File: config.mk
export PLATFORM = sky130hd
export DESIGN_NAME = cs_approx_avg
export DESIGN_NICKNAME = d
export VERILOG_FILES = /design/src/rtl/cs_approx_avg_pkg.sv /design/src/rtl/cs_appr_select.sv /design/src/rtl/cs_approx_avg.sv
export SDC_FILE = /design/constraint.sdc
export NUM_CORES = 1
export LEC_CHECK = 0
export ABC_AREA = 1
export CAP_MARGIN = 30
export CELL_PAD_IN_SITES_DETAIL_PLACEMENT = 1
export CELL_PAD_IN_SITES_GLOBAL_PLACEMENT = 2
export CORE_ASPECT_RATIO = 0.5
export CORE_MARGIN = 3
export CORE_UTILIZATION = 30
export DETAILED_ROUTE_END_ITERATION = 16
export GPL_ROUTABILITY_DRIVEN = 0
export PLACE_DENSITY = 0.75
export RECOVER_POWER = 25
export SYNTH_ARGS = -nofsm -noshare
export SYNTH_HDL_FRONTEND = slang
export SYNTH_SLANG_ARGS = --single-unit
File: constraint.sdc
create_clock -name clk -period 19.9 [get_ports clk]
set_input_delay 3.98 -clock clk [delete_from_list [all_inputs] [get_ports clk]]
set_output_delay 3.98 -clock clk [all_outputs]
set_load 0.005 [all_outputs]
File: src/rtl/cs_approx_avg_pkg.sv
// rtl/cs_approx_avg_pkg.sv - shared widths, sample type and x9 helper for the approximate-average smoother
package cs_approx_avg_pkg;

  localparam int W_IN  = 8;
  localparam int N_TAP = 9;
  localparam int W_OUT = 10;
  localparam int W_SUM = 13;

  typedef logic [W_IN-1:0]  sample_t;
  typedef logic [W_SUM-1:0] sum_t;

  // 9*v as shift-and-add so no multiplier is inferred
  function automatic sum_t times_nine(input sample_t v);
    return sum_t'({v, 3'b000}) + sum_t'(v);
  endfunction

endpackage

File: src/rtl/cs_appr_select.sv
// rtl/cs_appr_select.sv - picks the largest window sample not exceeding the window mean
module cs_appr_select
  import cs_approx_avg_pkg::*;
(
  input  sample_t win [N_TAP],
  input  sum_t    sum,
  output sample_t xappr
);

  sample_t masked [N_TAP];
  sample_t best;

  // Compare 9*Wi against the sum (exact, no divide); failing taps are zeroed,
  // then the largest survivor is taken. The window minimum always passes, and a
  // zero from masking can never beat it unless it is itself the right answer.
  always_comb begin
    best = '0;
    for (int i = 0; i < N_TAP; i++) begin
      masked[i] = (times_nine(win[i]) <= sum) ? win[i] : '0;
    end
    for (int i = 0; i < N_TAP; i++) begin
      if (masked[i] > best) best = masked[i];
    end
    xappr = best;
  end

endmodule

File: src/rtl/cs_approx_avg.sv
// rtl/cs_approx_avg.sv - 9-tap approximate-average smoother top; optional out_valid under CS_VALID_EN
module cs_approx_avg
  import cs_approx_avg_pkg::*;
(
  input  logic             clk,
  input  logic             reset,
  input  logic [W_IN-1:0]  X,
  output logic [W_OUT-1:0] Y
`ifdef CS_VALID_EN
  ,
  output logic             out_valid
`endif
);

  // hist[0] is the newest stored sample; X itself is the ninth tap this cycle
  sample_t hist [N_TAP-1];
  sample_t win  [N_TAP];
  sum_t    sum;
  sample_t xappr;
  sum_t    acc;

  // Assemble the window as seen at this edge and add it up
  always_comb begin
    win[0] = X;
    for (int i = 1; i < N_TAP; i++) begin
      win[i] = hist[i-1];
    end
    sum = '0;
    for (int i = 0; i < N_TAP; i++) begin
      sum = sum + sum_t'(win[i]);
    end
  end

  cs_appr_select u_appr_select (
    .win   (win),
    .sum   (sum),
    .xappr (xappr)
  );

  // Final combine: max 2295 + 2295 = 4590 still fits the 13-bit sum type
  always_comb begin
    acc = sum + times_nine(xappr);
  end

  // Shift the window and register the result on the same edge
  always_ff @(posedge clk or negedge reset) begin
    if (!reset) begin
      for (int i = 0; i < N_TAP-1; i++) begin
        hist[i] <= '0;
      end
      Y <= '0;
    end else begin
      hist[0] <= X;
      for (int i = 1; i < N_TAP-1; i++) begin
        hist[i] <= hist[i-1];
      end
      Y <= acc[W_SUM-1:3];
    end
  end

`ifdef CS_VALID_EN
  logic [3:0] fill_cnt;

  // Count captured samples up to 9; valid goes high on the edge taking the 9th
  always_ff @(posedge clk or negedge reset) begin
    if (!reset) begin
      fill_cnt  <= '0;
      out_valid <= 1'b0;
    end else begin
      if (fill_cnt != 4'd9) fill_cnt <= fill_cnt + 4'd1;
      out_valid <= (fill_cnt >= 4'd8);
    end
  end
`endif

endmodule

==> results by group <==
CTS
  • CTS tree: yes
  • H-tree Lvls: 3
  • CTS Sinks: 74
  • CTS Root Cell: clkbuf_16
  • Clock latency on the worst-skew pair: 0.35 ns
  • Worst-path clk slew: 0.06 ns
  • Clock buffer depth: 2
  • Hold_buf cts: 0
  • Num CTS Buffers: 9

Logic synthesis
  • Synth Flop Type: dfrtp_1
  • EDFF count, synth: 0
  • Yosys top cell area share: 25.4%
  • Sequential fraction of the synthesis area: 16.0%
  • YS warnings: 0
  • Largest cells by area after synthesis: ha_1 (25%), dfrtp_1 (16%), fa_1 (11%)
  • Post-synth top area cell: ha_1
  • Mapped Cells: 1507
  • Syn Nets: 1817
  • Synth unique cells: 49
  • Ys async rst share: 100%
  • Synth Cell Area: 11500 um2
  • Synthesized area per cell: 7.66 um2
  • Post-synthesis register bit count: 74

Timing
  • Max_slew headroom: 45.5%
  • Final WS setup: -0.0393 ns
  • Fin crit share: 100%
  • Worst-margin pin slew: 0.818 ns
  • Fmax: 50.2 MHz
  • Final Hold Violating Endpoints: 0
  • Post-layout minimum cycle time: 19.94 ns
  • Clk_skew: 0.00960 ns
  • Final Setup Violations: 2
  • Unrepaired setup endpoints after global routing: yes
  • Pins Over Slew Limit: 0

Cells and area
  • Multi-input gate area: 10500 um2
  • Final #Nets: 2130
  • Commonest non-fill, non-tap cell in the layout: buf_4
  • Layout cells sized above 1: 36.3%
  • Ant diodes: 0
  • Filler cell count: 4508
  • Seq. cell area: 1850 um2
  • Fin cells: 2343
  • Synthesis-to-finish area growth: 45.5%
  • Most frequent cells in the layout: buf_4 (259), nand2_1 (233), inv_1 (220)

Routing
  • Via count: 11400
  • Routed wire length: 44.0 mm
  • DRT iter0 DRCs: 488
  • Routed length per placed instance: 18.8 um
  • Via/cell ratio: 4.85
  • TritonRoute pass-1 iters: 4
  • Routed Antenna Nets: 0
  • DRC viols: 0

Outcome
  • Outcome: finished with violations
  • Failing checks: setup timing

Place
  • Post-DP HPWL: 33.8 mm
  • Number of placed cells counting well taps: 2246
  • PortBufs: 19

Floorplanning
  • Initial core utilization: 30.7%
  • Row count: 50
  • Die Width: 283 um
  • Die ar.: 41000 um2
  • Ports: 20
  • Die Ht: 145 um
  • Core footprint: 37700 um2

Run
  • MaxCap Viol Count: 0

Setup path
  • WS Path Type: in -> reg
  • CP dominant cell by count: buf_4
  • R2R Setup Slk: 3.03 ns
  • Worst EP arrival: 20.18 ns
  • CP max stage cell: fa_1
  • Setup crit end kind: flip-flop
  • Worst Path Max Fanout: 7
  • CP peak stage delay: 0.59 ns
  • Worst EP required: 20.14 ns
  • Startpoint Class: input port

Global route
  • Largest net degree at the start of global routing: 58
  • Grt ovf: 0
  • First-pass GRT wire length: 65.2 mm
  • All-Layer GR Usage: 20.5%
  • Vias in the first global route: 11800
  • Initial antenna violation count: 0

Min path
  • Hold Crit Class: reg -> reg
==> layer usage <==
layer | up-vias | global-route usage (%) | part of all wire, %
met5 | - | 0 | 0
met2 | 131 | 36.0 | 48
met4 | 0 | 2.93 | 1.1
li1 | 5594 | - | -
met1 | 5595 | 26.5 | 46
met3 | 38 | 4.88 | 4.4
==> through the flow <==
stage	area [um2]	setup slack [ns]	setup TNS [ns]	hold WS [ns]	utilization [%]
6_report	16800	-0.0393	-0.0525	0.410	44.6
5_1_grt	16800	-0.951	-8.02	0.411	44.6
4_1_cts	15000	0.00320	0	0.405	39.8
3_5_place_dp	13900	-1.96	-17.99	0.390	37.0
3_3_place_gp	13900	-1.35	-11.83	0.386	37.0
2_1_floorplan	11600	0.0357	0	0.378	-
==> synth_stat cells (2+ instances only) <==
master,instances
inv_1,259
a211oi_1,7
nand4_1,26
a21boi_0,2
a2111oi_0,2
dfrtp_1,74
o211ai_1,2
nand3b_1,2
a21o_1,12
xor2_1,48
a21oi_1,104
nand2_4,4
nand3_2,10
a32oi_1,4
nor2_2,3
fa_1,66
inv_2,10
o21a_1,2
nor3_1,11
o21ai_0,33
or2_1,2
a31oi_1,7
o21ai_1,26
nand2_1,302
and2_1,2
nor4_1,3
o31ai_1,3
nand2_2,18
nand4_2,2
nor2_1,107
o21bai_1,6
o21ai_2,24
buf_2,5
nand3_1,62
ha_1,234
xnor2_1,10
==> layout make-up <==
class	instances	area share (%)
timing repair buffer	308	14.9
tap	520	3.87
inverter	271	6.20
timing repair inverter	1	0.0447
clock inverter	2	0.0894
multi-input combinational	1155	62.5
clock buffer	12	1.47
sequential	74	11.0
==> flip-flops by register name, indices dropped and copies added (netlist names) <==
name / flops
hist: 64
Y: 10
==> kinds of logic (layout without fill, tap and decap cells) <==
family	after synthesis	in the layout	synth area share [%]
flip-flops	74	74	16.0
buffers and inverters	279	594	9.21
AND/OR/NAND/NOR	558	559	21.3
adder cells (fa/ha/maj)	300	300	36.8
AO/OA/AOI/OAI	238	238	12.3
XOR/XNOR	58	58	4.40
==> timing repair <==
action                     in CTS  in global routing
buffers inserted               32                 50
setup endpoints to repair      10                 10
gates resized for setup       149                309
pin swaps                      85                205
cloned                          3                  1
==> path summary, 6_finish.rpt <==
check                                   start            endpoint  cells past startpoint
setup / recovery                         X[2]      Y[7]$_DFF_PN0_                    112
hold / removal             hist[31]$_DFF_PN0_  hist[23]$_DFF_PN0_                      0
setup reg to reg           hist[10]$_DFF_PN0_      Y[7]$_DFF_PN0_                    111
hold reg to reg            hist[31]$_DFF_PN0_  hist[23]$_DFF_PN0_                      0
max in group asynchronous               reset   hist[7]$_DFF_PN0_                      2
min in group asynchronous               reset  hist[44]$_DFF_PN0_                      1
==> critical path: cells and delay by family <==
| family | cells | cell delay [ns] |
|---|---|---|
| XOR/XNOR | 3 | 0.53 |
| AO/OA/AOI/OAI | 27 | 3.77 |
| buffers and inverters | 33 | 3.80 |
| AND/OR/NAND/NOR | 33 | 2.85 |
| adder cells (fa/ha/maj) | 16 | 5.21 |
Power is not shown: default switching activity piles up to over one toggle a cycle in this logic, so the estimate is an artifact.
